[src/rtl/spi_txn_ctrl_pkg.sv]
// Shared types and helpers for the SPI transaction sequencer.
package spi_ctrl_pkg;

    // Level of an inactive slave-select line.
    localparam logic SS_IDLE = 1'b1;

    // Sequencer states, 3-bit encoding.
    typedef enum logic [2:0] {
        StIdle   = 3'd0,
        StSetup  = 3'd1,
        StStart  = 3'd2,
        StWait   = 3'd3,
        StLatch  = 3'd4,
        StStore  = 3'd5,
        StHold   = 3'd6,
        StFinish = 3'd7
    } state_e;

    // One bit of the active-low one-hot slave-select decode.
    function automatic logic ss_bit_n(input int unsigned sel, input int unsigned bit_idx);
        return (sel == bit_idx) ? ~SS_IDLE : SS_IDLE;
    endfunction

endpackage

[src/rtl/spi_txn_ctrl_if.sv]
// Host-side command, buffer-access and status bundle of the SPI transaction sequencer.
interface spi_txn_ctrl_if #(
    parameter int unsigned NUM_SS  = 4,
    parameter int unsigned MAX_LEN = 8
);
    localparam int unsigned SEL_W  = (NUM_SS > 1) ? $clog2(NUM_SS) : 1;
    localparam int unsigned ADDR_W = $clog2(MAX_LEN);
    localparam int unsigned LEN_W  = ADDR_W + 1;

    logic              cmd_valid;
    logic              cmd_ready;
    logic [SEL_W-1:0]  cmd_ss_sel;
    logic [LEN_W-1:0]  cmd_len;
    logic              cmd_cpol;
    logic              cmd_cpha;
    logic              tx_wr_en;
    logic [ADDR_W-1:0] tx_wr_addr;
    logic [7:0]        tx_wr_data;
    logic              tx_wr_err;
    logic [ADDR_W-1:0] rx_rd_addr;
    logic [7:0]        rx_rd_data;
    logic              busy;
    logic              txn_done;

    // Register-file side.
    modport master (
        output cmd_valid, cmd_ss_sel, cmd_len, cmd_cpol, cmd_cpha,
        output tx_wr_en, tx_wr_addr, tx_wr_data, rx_rd_addr,
        input  cmd_ready, tx_wr_err, rx_rd_data, busy, txn_done
    );

    // Sequencer side.
    modport slave (
        input  cmd_valid, cmd_ss_sel, cmd_len, cmd_cpol, cmd_cpha,
        input  tx_wr_en, tx_wr_addr, tx_wr_data, rx_rd_addr,
        output cmd_ready, tx_wr_err, rx_rd_data, busy, txn_done
    );
endinterface

[src/rtl/spi_byte_buf.sv]
// Byte-wide register array: one synchronous write port, one asynchronous read port.
module spi_byte_buf #(
    parameter int unsigned DEPTH = 8
) (
    input  logic                     clk,
    input  logic                     wr_en,
    input  logic [$clog2(DEPTH)-1:0] wr_addr,
    input  logic [7:0]               wr_data,
    input  logic [$clog2(DEPTH)-1:0] rd_addr,
    output logic [7:0]               rd_data
);
    logic [7:0] mem [DEPTH];

    // Storage has no reset; contents are undefined until written.
    always_ff @(posedge clk) begin
        if (wr_en) begin
            mem[wr_addr] <= wr_data;
        end
    end

    assign rd_data = mem[rd_addr];
endmodule

[src/rtl/spi_txn_ctrl.sv]
// Multi-byte SPI burst sequencer sitting between the register file and the byte-wide master.
module spi_txn_ctrl
    import spi_ctrl_pkg::*;
#(
    parameter int unsigned NUM_SS   = 4,
    parameter int unsigned MAX_LEN  = 8,
    parameter int unsigned CS_SETUP = 10,
    parameter int unsigned CS_HOLD  = 10
) (
    input  logic              clk,
    input  logic              reset,
    spi_txn_ctrl_if.slave     host,
    output logic              m_start,
    output logic [7:0]        m_tx_data,
    output logic              m_cpol,
    output logic              m_cpha,
    output logic              m_so_done,
    input  logic              m_ready,
    input  logic              m_done,
    input  logic [7:0]        m_rx_data,
    output logic              m_ss,
    output logic [NUM_SS-1:0] ss_n
);
    localparam int unsigned ADDR_W  = $clog2(MAX_LEN);
    localparam int unsigned LEN_W   = ADDR_W + 1;
    localparam int unsigned CNT_MAX = (CS_SETUP > CS_HOLD) ? CS_SETUP : CS_HOLD;
    localparam int unsigned CNT_W   = $clog2(CNT_MAX + 1);

    state_e              state_q;
    logic [ADDR_W-1:0]   idx_q;
    logic [LEN_W-1:0]    len_q;
    logic [CNT_W-1:0]    cnt_q;
    logic                cmd_ready_q;
    logic                txn_done_q;
    logic                tx_wr_err_q;
    logic                m_start_q;
    logic                m_so_done_q;
    logic [7:0]          m_tx_data_q;
    logic                m_cpol_q;
    logic                m_cpha_q;
    logic                m_ss_q;
    logic [NUM_SS-1:0]   ss_n_q;

    logic                cmd_acc;
    logic                sel_ok;
    logic                last_byte;
    logic                tx_wr_ok;
    logic                rx_wr_en;
    logic [LEN_W-1:0]    len_sat;
    logic [NUM_SS-1:0]   ss_dec_n;
    logic [7:0]          tx_rdata;

    // Command qualification, length saturation and byte-index bookkeeping.
    always_comb begin
        cmd_acc   = (state_q == StIdle) && cmd_ready_q && host.cmd_valid;
        sel_ok    = 32'(host.cmd_ss_sel) < NUM_SS;
        len_sat   = (host.cmd_len > LEN_W'(MAX_LEN)) ? LEN_W'(MAX_LEN) : host.cmd_len;
        last_byte = ({1'b0, idx_q} == (len_q - LEN_W'(1)));
        tx_wr_ok  = host.tx_wr_en && (state_q == StIdle);
        rx_wr_en  = (state_q == StStore);
    end

    // Active-low select pattern for the requested slave.
    always_comb begin
        ss_dec_n = {NUM_SS{SS_IDLE}};
        for (int unsigned i = 0; i < NUM_SS; i++) begin
            ss_dec_n[i] = ss_bit_n(32'(host.cmd_ss_sel), i);
        end
    end

    spi_byte_buf #(
        .DEPTH (MAX_LEN)
    ) u_tx_buf (
        .clk     (clk),
        .wr_en   (tx_wr_ok),
        .wr_addr (host.tx_wr_addr),
        .wr_data (host.tx_wr_data),
        .rd_addr (idx_q),
        .rd_data (tx_rdata)
    );

    spi_byte_buf #(
        .DEPTH (MAX_LEN)
    ) u_rx_buf (
        .clk     (clk),
        .wr_en   (rx_wr_en),
        .wr_addr (idx_q),
        .wr_data (m_rx_data),
        .rd_addr (host.rx_rd_addr),
        .rd_data (host.rx_rd_data)
    );

    // Sequencer FSM with all control outputs registered.
    always_ff @(posedge clk or posedge reset) begin
        if (reset) begin
            state_q     <= StIdle;
            idx_q       <= '0;
            len_q       <= '0;
            cnt_q       <= '0;
            cmd_ready_q <= 1'b0;
            txn_done_q  <= 1'b0;
            tx_wr_err_q <= 1'b0;
            m_start_q   <= 1'b0;
            m_so_done_q <= 1'b0;
            m_tx_data_q <= '0;
            m_cpol_q    <= 1'b0;
            m_cpha_q    <= 1'b0;
            m_ss_q      <= SS_IDLE;
            ss_n_q      <= {NUM_SS{SS_IDLE}};
        end else begin
            tx_wr_err_q <= host.tx_wr_en && (state_q != StIdle);
            m_start_q   <= 1'b0;
            m_so_done_q <= 1'b0;
            txn_done_q  <= 1'b0;
            unique case (state_q)
                StIdle: begin
                    cmd_ready_q <= 1'b1;
                    if (cmd_acc) begin
                        cmd_ready_q <= 1'b0;
                        len_q       <= len_sat;
                        m_cpol_q    <= host.cmd_cpol;
                        m_cpha_q    <= host.cmd_cpha;
                        idx_q       <= '0;
                        cnt_q       <= '0;
                        // Empty or out-of-range requests complete without touching SS.
                        if ((len_sat == '0) || !sel_ok) begin
                            state_q    <= StFinish;
                            txn_done_q <= 1'b1;
                        end else begin
                            state_q <= StSetup;
                            ss_n_q  <= ss_dec_n;
                            m_ss_q  <= ~SS_IDLE;
                        end
                    end
                end
                StSetup: begin
                    if (cnt_q == CNT_W'(CS_SETUP - 1)) begin
                        cnt_q   <= '0;
                        state_q <= StStart;
                    end else begin
                        cnt_q <= cnt_q + CNT_W'(1);
                    end
                end
                StStart: begin
                    m_tx_data_q <= tx_rdata;
                    if (m_ready) begin
                        m_start_q <= 1'b1;
                        state_q   <= StWait;
                    end
                end
                StWait: begin
                    m_tx_data_q <= tx_rdata;
                    if (m_done) begin
                        m_so_done_q <= 1'b1;
                        state_q     <= StLatch;
                    end
                end
                StLatch: begin
                    state_q <= StStore;
                end
                StStore: begin
                    idx_q <= idx_q + ADDR_W'(1);
                    if (last_byte) begin
                        cnt_q   <= '0;
                        state_q <= StHold;
                    end else begin
                        state_q <= StStart;
                    end
                end
                StHold: begin
                    if (cnt_q == CNT_W'(CS_HOLD - 1)) begin
                        ss_n_q     <= {NUM_SS{SS_IDLE}};
                        m_ss_q     <= SS_IDLE;
                        txn_done_q <= 1'b1;
                        state_q    <= StFinish;
                    end else begin
                        cnt_q <= cnt_q + CNT_W'(1);
                    end
                end
                StFinish: begin
                    cmd_ready_q <= 1'b1;
                    state_q     <= StIdle;
                end
                default: begin
                    state_q <= StIdle;
                end
            endcase
        end
    end

    // The TX byte is presented straight from the buffer while a byte is in flight so it is
    // valid from the first START cycle; the register keeps it stable elsewhere.
    always_comb begin
        m_tx_data = ((state_q == StStart) || (state_q == StWait)) ? tx_rdata : m_tx_data_q;
    end

    assign host.cmd_ready = cmd_ready_q;
    assign host.busy      = (state_q != StIdle);
    assign host.txn_done  = txn_done_q;
    assign host.tx_wr_err = tx_wr_err_q;
    assign m_start        = m_start_q;
    assign m_so_done      = m_so_done_q;
    assign m_cpol         = m_cpol_q;
    assign m_cpha         = m_cpha_q;
    assign m_ss           = m_ss_q;
    assign ss_n           = ss_n_q;
endmodule

[src/flat_wrapper.sv]
// flat-port wrapper written by rule: the top's interface ports become plain ports
module spi_txn_ctrl_flat import spi_ctrl_pkg::*;
#(
    parameter int unsigned NUM_SS   = 4,
    parameter int unsigned MAX_LEN  = 8,
    parameter int unsigned CS_SETUP = 10,
    parameter int unsigned CS_HOLD  = 10
)
  (clk, reset, m_start, m_tx_data, m_cpol, m_cpha, m_so_done, m_ready, m_done, m_rx_data, m_ss, ss_n, host_cmd_valid, host_cmd_ss_sel, host_cmd_len, host_cmd_cpol, host_cmd_cpha, host_tx_wr_en, host_tx_wr_addr, host_tx_wr_data, host_rx_rd_addr, host_cmd_ready, host_tx_wr_err, host_rx_rd_data, host_busy, host_txn_done);
  spi_txn_ctrl_if #(.NUM_SS(NUM_SS), .MAX_LEN(MAX_LEN)) host_i ();
  input  logic clk;
  input  logic reset;
  output logic m_start;
  output logic [7:0] m_tx_data;
  output logic m_cpol;
  output logic m_cpha;
  output logic m_so_done;
  input  logic m_ready;
  input  logic m_done;
  input  logic [7:0] m_rx_data;
  output logic m_ss;
  output logic [NUM_SS-1:0] ss_n;
  input wire logic [$bits(host_i.cmd_valid)-1:0] host_cmd_valid;
  input wire logic [$bits(host_i.cmd_ss_sel)-1:0] host_cmd_ss_sel;
  input wire logic [$bits(host_i.cmd_len)-1:0] host_cmd_len;
  input wire logic [$bits(host_i.cmd_cpol)-1:0] host_cmd_cpol;
  input wire logic [$bits(host_i.cmd_cpha)-1:0] host_cmd_cpha;
  input wire logic [$bits(host_i.tx_wr_en)-1:0] host_tx_wr_en;
  input wire logic [$bits(host_i.tx_wr_addr)-1:0] host_tx_wr_addr;
  input wire logic [$bits(host_i.tx_wr_data)-1:0] host_tx_wr_data;
  input wire logic [$bits(host_i.rx_rd_addr)-1:0] host_rx_rd_addr;
  output wire logic [$bits(host_i.cmd_ready)-1:0] host_cmd_ready;
  output wire logic [$bits(host_i.tx_wr_err)-1:0] host_tx_wr_err;
  output wire logic [$bits(host_i.rx_rd_data)-1:0] host_rx_rd_data;
  output wire logic [$bits(host_i.busy)-1:0] host_busy;
  output wire logic [$bits(host_i.txn_done)-1:0] host_txn_done;
  assign host_i.cmd_valid = host_cmd_valid;
  assign host_i.cmd_ss_sel = host_cmd_ss_sel;
  assign host_i.cmd_len = host_cmd_len;
  assign host_i.cmd_cpol = host_cmd_cpol;
  assign host_i.cmd_cpha = host_cmd_cpha;
  assign host_i.tx_wr_en = host_tx_wr_en;
  assign host_i.tx_wr_addr = host_tx_wr_addr;
  assign host_i.tx_wr_data = host_tx_wr_data;
  assign host_i.rx_rd_addr = host_rx_rd_addr;
  assign host_cmd_ready = host_i.cmd_ready;
  assign host_tx_wr_err = host_i.tx_wr_err;
  assign host_rx_rd_data = host_i.rx_rd_data;
  assign host_busy = host_i.busy;
  assign host_txn_done = host_i.txn_done;
  spi_txn_ctrl #(.NUM_SS(NUM_SS), .MAX_LEN(MAX_LEN), .CS_SETUP(CS_SETUP), .CS_HOLD(CS_HOLD)) u_core (.clk(clk), .reset(reset), .host(host_i), .m_start(m_start), .m_tx_data(m_tx_data), .m_cpol(m_cpol), .m_cpha(m_cpha), .m_so_done(m_so_done), .m_ready(m_ready), .m_done(m_done), .m_rx_data(m_rx_data), .m_ss(m_ss), .ss_n(ss_n));
endmodule
[config.mk]
export PLATFORM = sky130hd
export DESIGN_NAME = spi_txn_ctrl_flat
export DESIGN_NICKNAME = d
export VERILOG_FILES = /design/src/rtl/spi_txn_ctrl_pkg.sv /design/src/rtl/spi_txn_ctrl_if.sv /design/src/rtl/spi_byte_buf.sv /design/src/rtl/spi_txn_ctrl.sv /design/src/flat_wrapper.sv
export SDC_FILE = /design/constraint.sdc
export NUM_CORES = 1
export LEC_CHECK = 0
export ABC_AREA = 1
export ABC_CLOCK_PERIOD_IN_PS = 4990
export BUFFER_PORTS_ARGS = -buffer_cell sky130_fd_sc_hd__buf_2
export CORE_MARGIN = 5
export CORE_UTILIZATION = 45
export DETAILED_ROUTE_END_ITERATION = 16
export RECOVER_POWER = 50
export SLEW_MARGIN = 10
export SYNTH_ARGS = -nofsm -noshare
export SYNTH_HDL_FRONTEND = slang
export SYNTH_SLANG_ARGS = --single-unit
[constraint.sdc]
create_clock -name clk -period 4.99 [get_ports clk]
set_input_delay 0.499 -clock clk [delete_from_list [all_inputs] [get_ports clk]]
set_output_delay 0.499 -clock clk [all_outputs]
set_load 0.005 [all_outputs]
==> flow_summary_export.csv, run 1 <==
group,metric,value,unit
synth,synthCells,607,
synth,synth.distinct_cells,32,
cells_and_area,syn2layout_area_growth,15.3,%
floorplanning,pin_count,65,
cells_and_area,finish.utilization,0.533,
global_routing,overflow,0,
cells_and_area,fill_cells,1288,
cts,post_cts_resized,0,
global_routing,grt_max_degree,37,
cts,clkLatencyLatePin,0.42,ns
synth,netlist_area,6770,um2
routing,drtIter0Drc,289,
floorplanning,rows,44,
worst_setup_path,critPathMaxFanout,15,
worst_setup_path,reg2reg_slack,2.54,ns
floorplanning,die_h,133,um
cts,clkSinkCount,162,
cts,ctsHoldBuffers,0,
sta,fin_crit,3.03,ns
place,io_buffers,64,
synth,syn_nets,647,
cts,cts_tree,"built",
routing,drtAntennaViolNets,0,
hold_path,hp-start,"host_cmd_cpha",
synth,synth-warning-count,0,
cts,clkSlewWorstSetupHoldPaths,0.06,ns
floorplanning,die_area,17600,um2
routing,routed_wl,14.4,mm
synth,yosys_register_bits,162,
routing,vias,4527,
sta,slew_viol_final,35,
worst_setup_path,crit_arrival,2.53,ns
synth,async_flop_share,0.210,
global_routing,grt_use_total,0.169,
cts,numCtsBuffers,17,
outcome,outcome,"finished with violations",
sta,max_freq,330,MHz
routing,wire_per_inst,16.5,um
worst_setup_path,timing.rr.start,"u_core.idx_q[0]",
sta,tightest_slew,2.03,ns
sta,totalNegativeSetupSlack,0,ns
synth,synth_area_leaders,"edfxtp_1 57%, dfrtp_1 11%, nor2_1 7.9%",
cts,cts-htree-levels,4,
routing,drc_errors,0,
sta,setup_violations,0,
worst_setup_path,end_kind,"output port",
hold_path,hold_path.class,"input port to flop",
power_and_ir_drop,switching_power,1360,uW
power_and_ir_drop,combPwrFrac,0.264,
cts,clock_tree.buffer_depth,2,
power_and_ir_drop,pwr-share-seq,0.418,
sta,report.final.hold_viol_count,0,
outcome,violations,"max-capacitance violations, max-slew violations",
sta,period_share,0.608,
power_and_ir_drop,p_int,2750,uW
synth,synth_ff_type,"edfxtp_1",
power_and_ir_drop,leakagePower,0.00303,uW
worst_setup_path,slowest_delay,0.59,ns
power_and_ir_drop,cellPowerDensity,527,nW/um2
power_and_ir_drop,peakVddDrop,0.283,mV
cts,clockRootBuffer,"clkbuf_16",
global_routing,grt_pass1_wl,23.2,mm
synth,synth_top_area_share,0.568,
cells_and_area,drive_above_1_share,0.147,
worst_setup_path,cp_data_required_time,4.49,ns
sta,relSlewSlack,-0.356,
floorplanning,start_util,0.462,
worst_setup_path,worst_setup_path_start_kind,"flop",
power_and_ir_drop,p_sw_frac,0.331,
routing,vias_per_cell,5.20,
routing,dr.pass1.iters,6,
sta,skew,0.00891,ns
sta,rsz0062_at_grt,"false",
worst_setup_path,crit_start,"u_core.state_q[2]",
cts,post_cts_buffers,0,
worst_setup_path,critPathMostFrequentCell,"nor2_1",
worst_setup_path,slowest_stage,"nand2_1",
global_routing,first_global_vias,4481,
floorplanning,coreArea,14600,um2
synth,yosysSeqAreaShare,0.695,
cells_and_area,final_cell_mix,"146 x nor2_1, 128 x edfxtp_1, 94 x nand2_1, 55 x o21ai_0, 46 x buf_2",
cells_and_area,num_antenna_cells,0,
floorplanning,die-width,133,um
place,gp_congestion,0.825,
worst_setup_path,path_cells,"inv_1 -> nand3_1 -> nand2_1 -> o21ai_0 -> nor2_1 -> nor2_1 -> buf_2",
run,drv_cap,1,
cells_and_area,nets,713,
place,dpl.hpwl,9.30,mm
worst_setup_path,crit_type,"flop to output port",
power_and_ir_drop,clockPowerShare,0.318,
cells_and_area,final_common_cell,"nor2_1",
synth,postSynthAreaPerCell,11.1,um2
synth,synth_edf_count,128,
global_routing,grt_antenna_before_repair,0,
synth,synth_top_area_cell,"edfxtp_1",
[area by class of cell]
| type | count | area [um2] | share of cell area |
|---|---|---|---|
| sequential | 162 | 4700 | 0.602 |
| multi-input combinational | 379 | 1790 | 0.229 |
| clock buffer | 18 | 429 | 0.0550 |
| timing repair buffer | 67 | 317 | 0.0406 |
| tap | 184 | 230 | 0.0295 |
| inverter | 46 | 173 | 0.0221 |
| clock inverter | 14 | 166 | 0.0213 |
[power groups by stage]
| stage | clock network [uW] | registers, uW | logic, uW |
|---|---|---|---|
| 2_1_floorplan | 0 | 1730 | 782 |
| 3_5_place_dp | 0 | 1750 | 1110 |
| 5_1_grt | 1390 | 1730 | 1250 |
| 4_1_cts | 1330 | 1720 | 1120 |
| 3_3_place_gp | 0 | 1740 | 1090 |
| 6_report | 1310 | 1720 | 1080 |
[per-stage QoR]
step	instances	power, uW	area, um2	setup WS [ns]	hold slack, ns
after global routing	870	4370	7800	1.75	0.269
after CTS	870	4170	7860	1.99	0.196
after global placement	838	2830	7260	2.31	0.451
final	870	4110	7800	1.96	0.290
after detailed placement	838	2860	7260	2.27	0.463
after floorplan	607	2510	6770	3.02	0.460
[path summary, 6_finish.rpt]
| check | to | cells past startpoint |
|---|---|---|
| hold reg to reg | u_core.m_ss | 2 |
| setup / recovery | m_tx_data[7] | 7 |
| setup reg to reg | u_core.u_rx_buf.mem[2][7] | 4 |
| hold / removal | u_core.m_cpha | 3 |
| max in group asynchronous | u_core.m_tx_data_q[7] | 3 |
| min in group asynchronous | u_core.cnt_q[2] | 3 |
[cells in the mapped netlist, types with 2 or more instances]
cell	instances
dfstp_2	5
nand2_1	93
o21ai_0	55
nor2_1	143
o32ai_1	16
nor3_1	2
nand2_2	3
o211ai_1	3
nor3_4	2
o21ai_1	6
nor2_2	5
edfxtp_1	128
nand2_4	2
clkbuf_1	13
nand3_2	2
nor2_4	2
dfrtp_1	29
o22ai_1	3
ha_1	4
nand3_1	19
o31ai_1	3
inv_2	5
a21oi_1	7
o221ai_1	5
buf_2	5
inv_1	41
[registers in the layout, summed over array words and instances, names as in the netlist, 3 cells and up]
| signal | count |
|---|---|
| u_core.u_rx_buf.mem | 64 |
| u_core.u_tx_buf.mem | 64 |
| u_core.m_tx_data_q | 8 |
| u_core.cnt_q | 4 |
| u_core.len_q | 4 |
| u_core.ss_n | 4 |
| u_core.idx_q | 3 |
| u_core.state_q | 3 |
[kinds of logic after synthesis]
| kind of cell | count (synthesis) | share of synthesized area |
|---|---|---|
| flops | 162 | 0.695 |
| simple gates | 274 | 0.169 |
| buf+inv | 66 | 0.0381 |
| compound gates | 99 | 0.0880 |
| fa+ha+maj | 4 | 0.00740 |
| xor+xnor | 2 | 0.00259 |
[layer usage]
metal | GRT usage | vias to the layer above | wire length, um
met2 | 0.288 | 90 | 7320
met3 | 0.0342 | 18 | 589
met5 | 0 | - | 0
met1 | 0.217 | 2197 | 6260
met4 | 0.0583 | 0 | 200
li1 | - | 2222 | -
[critical path, delay by kind of cell, from the launching register on]
| kind | cells | cell delay [ns] |
|---|---|---|
| AND/OR/NAND/NOR | 4 | 1.11 |
| AO/OA/AOI/OAI | 1 | 0.19 |
| flip-flops | 1 | 0.44 |
| buffers and inverters | 2 | 0.36 |
No activity file was read; power rests on OpenSTA's default activity.
==> inputs of run 2 (changes only) <==
--- a/config.mk
+++ b/config.mk
@@ -5,8 +5,8 @@
 export SDC_FILE = /design/constraint.sdc
 export NUM_CORES = 1
 export LEC_CHECK = 0
-export ABC_AREA = 1
-export ABC_CLOCK_PERIOD_IN_PS = 4990
+export ABC_AREA = 0
+export ABC_CLOCK_PERIOD_IN_PS = 2880
 export BUFFER_PORTS_ARGS = -buffer_cell sky130_fd_sc_hd__buf_2
 export CORE_MARGIN = 5
 export CORE_UTILIZATION = 45
==> constraint.sdc (replaced) <==
create_clock -name clk -period 2.88 [get_ports clk]
set_input_delay 0.288 -clock clk [delete_from_list [all_inputs] [get_ports clk]]
set_output_delay 0.288 -clock clk [all_outputs]
set_load 0.005 [all_outputs]
==> run 2 against run 1 <==
Against the previous run:
- the run now ends clean
- area after synthesis shrank 2.6%
- final cell count shrank 20%
- first-iteration DRC count shrank 12%
- design area shrank 0.48%
- count of clock-buffer cells in the layout is the same
- via count shrank 18%
- sequential power grew 81%
- clock skew is essentially flat
- clock power grew 62%
- die area shrank 2.4%
- global-route usage shrank 0.70 points
- critical path depth shrank 1
==> flow_summary_export.csv, run 2 <==
group,metric,value,unit
outcome,outcome,"finished, final reports clean",
routing,drtIter0Drc,253,
cells_and_area,fill_cells,1214,
power_and_ir_drop,leakagePower,0.00278,uW
place,io_buffers,64,
cts,cts-htree-levels,4,
synth,synthTopCellsByCount,"128 x edfxtp_1, 35 x nand2_1, 31 x nor2_1",
cells_and_area,seq_area,4700,um2
sta,whs,0.0622,ns
routing,vias_per_cell,5.34,
cells_and_area,drive_above_1_share,0.278,
global_routing,grt_pass1_wl,20.5,mm
place,dpl.hpwl,8.68,mm
synth,synth_edf_count,128,
sta,worst_slack,0.357,ns
floorplanning,pin_count,65,
sta,skew,0.00903,ns
global_routing,grt_use_total,0.162,
synth,yosys_register_bits,162,
sta,max_freq,396,MHz
cts,numCtsBuffers,17,
place,preCtsSetupSlack,0.611,ns
cells_and_area,num_antenna_cells,0,
routing,drtAntennaViolNets,0,
routing,dr.pass1.iters,5,
floorplanning,coreArea,14400,um2
hold_path,hold_path.class,"input port to flop",
sta,rsz0062_at_grt,"false",
cells_and_area,nets,542,
run,drv_cap,0,
synth,synth_top_area_cell,"edfxtp_1",
synth,async_flop_share,0.210,
power_and_ir_drop,peakVddDrop,0.438,mV
worst_setup_path,critPathMaxFanout,15,
synth,netlist_area,6590,um2
place,place_inst,666,
cts,clkSlewWorstSetupHoldPaths,0.06,ns
synth,synth.distinct_cells,48,
place,gp_congestion,0.751,
global_routing,first_global_vias,3800,
synth,synth_area_leaders,"edfxtp_1 58%, dfrtp_1 11%, mux4_2 7.5%",
cells_and_area,multi_input_area,1770,um2
synth,syn_nets,453,
global_routing,grt_antenna_before_repair,0,
synth,synth-warning-count,0,
sta,fin_crit,2.52,ns
synth,yosysSeqAreaShare,0.713,
routing,drc_errors,0,
synth,synth_ff_type,"edfxtp_1",
floorplanning,die-width,131,um
sta,tightest_slew,0.937,ns
floorplanning,die_h,131,um
synth,postSynthAreaPerCell,16.0,um2
sta,period_share,0.876,
floorplanning,start_util,0.457,
worst_setup_path,end_kind,"output port",
cells_and_area,final_cell_mix,"128 x edfxtp_1, 45 x buf_2, 35 x nand2_1, 31 x nor2_1, 28 x dfrtp_1",
cells_and_area,syn2layout_area_growth,17.9,%
sta,relSlewSlack,0.375,
floorplanning,die_area,17200,um2
sta,setup_violations,0,
sta,slew_viol_final,0,
sta,totalNegativeSetupSlack,0,ns
cts,cts_tree,"built",
cts,clkSinkCount,162,
routing,routed_wl,12.8,mm
worst_setup_path,crit_arrival,2.23,ns
sta,report.final.hold_viol_count,0,
synth,synth_top_area_share,0.583,
power_and_ir_drop,cellPowerDensity,885,nW/um2
synth,yosysMostFrequentCell,"edfxtp_1",
global_routing,grt_max_degree,35,
worst_setup_path,crit_type,"flop to output port",
cts,clockRootBuffer,"clkbuf_16",
worst_setup_path,worst_setup_path_start_kind,"flop",
cells_and_area,largest_registers,"u_core.u_rx_buf.mem x64, u_core.u_tx_buf.mem x64, u_core.m_tx_data_q x8",
cts,clock_tree.buffer_depth,2,
routing,wire_per_inst,18.3,um
floorplanning,rows,44,
global_routing,overflow,0,
cts,clkLatencyLatePin,0.42,ns
synth,synthCells,413,
worst_setup_path,cp_data_required_time,2.59,ns
cells_and_area,final_common_cell,"edfxtp_1",
routing,vias,3733,
cells_and_area,final_cells,699,
-- run 2: cell count changes after synthesis, sizes merged, moves of 8 or more --
cell,before,now
o32ai,16,0
nor2,150,33
nor3,4,13
nand2,98,35
o21ai,61,16
mux4,0,22
inv,46,9
mux2i,0,11
nand3,21,6
clkbuf,13,5
mux2,0,12
-- run 2: cell type report --
| cell class | count | share of cell area |
|---|---|---|
| Sequential cell | 162 | 0.605 |
| Multi-Input combinational cell | 224 | 0.227 |
| Timing Repair Buffer | 88 | 0.0609 |
| Clock buffer | 18 | 0.0553 |
| Tap cell | 184 | 0.0296 |
| Clock inverter | 14 | 0.0169 |
| Inverter | 9 | 0.00435 |
-- run 2: final timing paths --
path,startpoint,to,slack (ns),depth (start not counted)
min,host_cmd_cpha,u_core.m_cpha,0.06,3
min reg2reg,u_core.m_tx_data_q[3],u_core.m_tx_data_q[3],0.49,2
max in group asynchronous,reset,u_core.idx_q[1],1.54,4
max reg2reg,u_core.idx_q[2],u_core.cnt_q[1],0.61,6
max,u_core.idx_q[2],m_tx_data[1],0.36,6
min in group asynchronous,reset,u_core.cnt_q[0],0.69,4
-- run 2: metrics by stage --
stage	instance area (um2)	power, uW	util
6_report	7770	6870	0.538
5_1_grt	7770	7290	0.538
4_1_cts	7790	6970	0.540
3_5_place_dp	7220	4830	0.501
3_3_place_gp	7220	4780	0.501
2_1_floorplan	6590	4260	-
-- run 2: what timing repair did --
item                                    4_1_cts  5_1_grt
hold buffers                                  1        0
endpoints found under the setup margin        0        1
buffers inserted                              0        0
endpoints found under the hold margin        29        0
gates resized for setup                       0        1
-- run 2: cells by family (layout without fill, tap and decap cells) --
kind of cell / Yosys count / after routing / synth area share
flip-flops: 162 / 162 / 0.713
AND/OR/NAND/NOR: 113 / 113 / 0.0853
AO/OA/AOI/OAI: 56 / 56 / 0.0539
multiplexers: 45 / 45 / 0.112
buffers and inverters: 27 / 129 / 0.0194
XOR/XNOR: 6 / 6 / 0.00798
adder cells (fa/ha/maj): 4 / 4 / 0.00760
-- run 2: layer usage --
layer | global-route usage | up-vias | routed length (um)
met4 | 0.0617 | 0 | 208
met5 | 0 | - | 0
met1 | 0.207 | 1869 | 5500
li1 | - | 1774 | -
met2 | 0.269 | 75 | 6520
met3 | 0.0407 | 15 | 594
-- run 2: power breakdown --
group	switching, uW	internal (uW)	total, uW	leakage, uW
clock network	922	1200	2120	0.000259
logic	881	753	1630	0.000952
registers	302	2810	3110	0.00157
total	2100	4760	6870	0.00278
-- run 2: critical path, cell delays in order, from the launching register on --
cell	delay (ns)
dfrtp_1	0.67
mux2_2	0.40
a221oi_1	0.25
a21oi_1	0.07
nor2_1	0.15
o21ai_0	0.12
buf_2	0.15
==> inputs of run 3 (changes only) <==
--- a/config.mk
+++ b/config.mk
@@ -6,7 +6,7 @@
 export NUM_CORES = 1
 export LEC_CHECK = 0
 export ABC_AREA = 0
-export ABC_CLOCK_PERIOD_IN_PS = 2880
+export ABC_CLOCK_PERIOD_IN_PS = 2500
 export BUFFER_PORTS_ARGS = -buffer_cell sky130_fd_sc_hd__buf_2
 export CORE_MARGIN = 5
 export CORE_UTILIZATION = 45
==> constraint.sdc (replaced) <==
create_clock -name clk -period 2.5 [get_ports clk]
set_input_delay 0.25 -clock clk [delete_from_list [all_inputs] [get_ports clk]]
set_output_delay 0.25 -clock clk [all_outputs]
set_load 0.005 [all_outputs]
==> run 3 against run 2 <==
Against the previous run:
- via count rose by 0.27%
- utilization rose by 0.59 points
- critical path depth did not move
- largest cell class unchanged
- critical path type unchanged
- total power rose by 19%
- final cell count did not move
- first-iteration DRC count fell by 2.8%
- count of clock-buffer cells in the layout rose by 5
==> flow_summary_export.csv, run 3 (synthesis results as in run 2) <==
group,metric,value,unit
sta,totalNegativeSetupSlack,0,ns
place,io_buffers,64,
global_routing,grt_antenna_before_repair,0,
global_routing,overflow,0,
global_routing,grt_use_total,0.162,
run,drv_cap,0,
cells_and_area,largest_registers,"u_core.u_rx_buf.mem x64, u_core.u_tx_buf.mem x64, u_core.m_tx_data_q x8",
sta,slew_viol_final,0,
cells_and_area,num_antenna_cells,0,
cts,clkLatencyLatePin,0.42,ns
global_routing,first_global_vias,3726,
cells_and_area,fill_cells,1179,
sta,fin_crit,2.35,ns
cts,cts_tree,"built",
sta,setup_violations,0,
floorplanning,die_h,131,um
power_and_ir_drop,p_int,5780,uW
global_routing,grt_max_degree,35,
routing,drtAntennaViolNets,0,
sta,max_freq,426,MHz
cts,clkSinkCount,162,
cells_and_area,multi_input_area,1780,um2
global_routing,met1_usage,0.208,
floorplanning,coreArea,14400,um2
cells_and_area,seq_area,4700,um2
cells_and_area,final_cell_mix,"128 x edfxtp_1, 44 x buf_2, 34 x nand2_1, 31 x nor2_1, 26 x dfrtp_1",
cts,clock_tree.buffer_depth,2,
cells_and_area,drive_above_1_share,0.285,
floorplanning,rows,44,
power_and_ir_drop,leakagePower,0.00283,uW
power_and_ir_drop,cellPowerDensity,1040,nW/um2
routing,routed_wl,13.0,mm
place,gp_congestion,0.809,
cts,clkSlewWorstSetupHoldPaths,0.06,ns
cells_and_area,final_common_cell,"edfxtp_1",
routing,vias_per_cell,5.35,
sta,skew,0.00696,ns
sta,whs,0.0276,ns
routing,wire_per_inst,18.7,um
power_and_ir_drop,p_sw_frac,0.292,
routing,drc_errors,0,
worst_setup_path,crit_arrival,2.10,ns
global_routing,grt_pass1_wl,20.4,mm
hold_path,hold_path.class,"input port to flop",
sta,rsz0062_at_grt,"false",
floorplanning,pin_count,65,
routing,drtIter0Drc,246,
power_and_ir_drop,pwr-share-seq,0.431,
cells_and_area,syn2layout_area_growth,19.2,%
power_and_ir_drop,combPwrFrac,0.246,
cts,clockRootBuffer,"clkbuf_16",
worst_setup_path,cp_data_required_time,2.25,ns
worst_setup_path,end_kind,"output port",
routing,vias,3743,
cts,cts-htree-levels,4,
global_routing,grt_util_met3,0.0402,
floorplanning,die_area,17200,um2
floorplanning,start_util,0.457,
global_routing,grt-busiest-layer,"met2",
sta,relSlewSlack,0.362,
floorplanning,die-width,131,um
worst_setup_path,critPathMaxFanout,31,
power_and_ir_drop,clockPowerShare,0.323,
sta,report.final.hold_viol_count,0,
cells_and_area,nets,542,
power_and_ir_drop,peakVddDrop,0.519,mV
cts,numCtsBuffers,17,
worst_setup_path,crit_type,"flop to output port",
power_and_ir_drop,switching_power,2380,uW
outcome,outcome,"finished, final reports clean",
routing,dr.pass1.iters,4,
sta,tightest_slew,0.957,ns
cts,post_cts_buffers,0,
sta,period_share,0.939,
global_routing,met2_usage,0.267,
place,dpl.hpwl,8.63,mm
power_and_ir_drop,p_total,8160,uW
worst_setup_path,worst_setup_path_start_kind,"flop",
-- run 3: metal layers --
layer | vias to the layer above | routed length, um
li1 | 1780 | -
met1 | 1863 | 5630
met2 | 83 | 6600
met3 | 17 | 614
met4 | 0 | 192
met5 | - | 0
-- run 3: per-stage QoR --
step                       util  area [um2]  std cells  worst slack, ns
after floorplan               -        6590        413            0.285
after global placement    0.503        7250        666            0.405
after detailed placement  0.503        7250        666            0.299
after CTS                 0.546        7870        699           0.0722
after global routing      0.544        7850        699           0.0232
final                     0.544        7850        699            0.153
-- run 3: timing repair --
action	CTS	global route
resized for setup	3	3
endpoints found under the hold margin	29	0
pin swaps	0	0
gates cloned	0	0
setup endpoints to repair	8	5
hold buffers	1	0
-- run 3: final cells by class --
class / count / area share
Clock inverter: 9 / 0.0164
Timing Repair Buffer: 88 / 0.0637
Sequential cell: 162 / 0.599
Multi-Input combinational cell: 224 / 0.226
Inverter: 9 / 0.00430
Clock buffer: 23 / 0.0609
Tap cell: 184 / 0.0293
-- run 3: worst max-delay path, stage by stage (launching register included) --
cell and delay, ns:
dfrtp_1 0.39, buf_4 0.40, mux2i_1 0.14, o22ai_1 0.22, nor2_1 0.05, o21ai_0 0.29, buf_2 0.18
-- run 3: worst paths after layout --
check,start,end,depth (start not counted),slack (ns)
min reg2reg,u_core.m_cpol,u_core.m_cpol,2,0.47
max reg2reg,u_core.len_q[0],u_core.cnt_q[0],7,0.49
max,u_core.idx_q[0],m_tx_data[0],6,0.15
min in group asynchronous,reset,u_core.m_start,4,0.67
min,host_cmd_cpol,u_core.m_cpol,3,0.03
max in group asynchronous,reset,u_core.state_q[1],4,1.17
-- run 3: power by group through the flow --
stage	clock network, uW	registers [uW]	logic (uW)
floorplan	0	3450	1460
global placement	0	3540	1980
detailed placement	0	3550	2020
CTS	2700	3510	2040
global route	2810	3560	2220
finish	2640	3510	2000
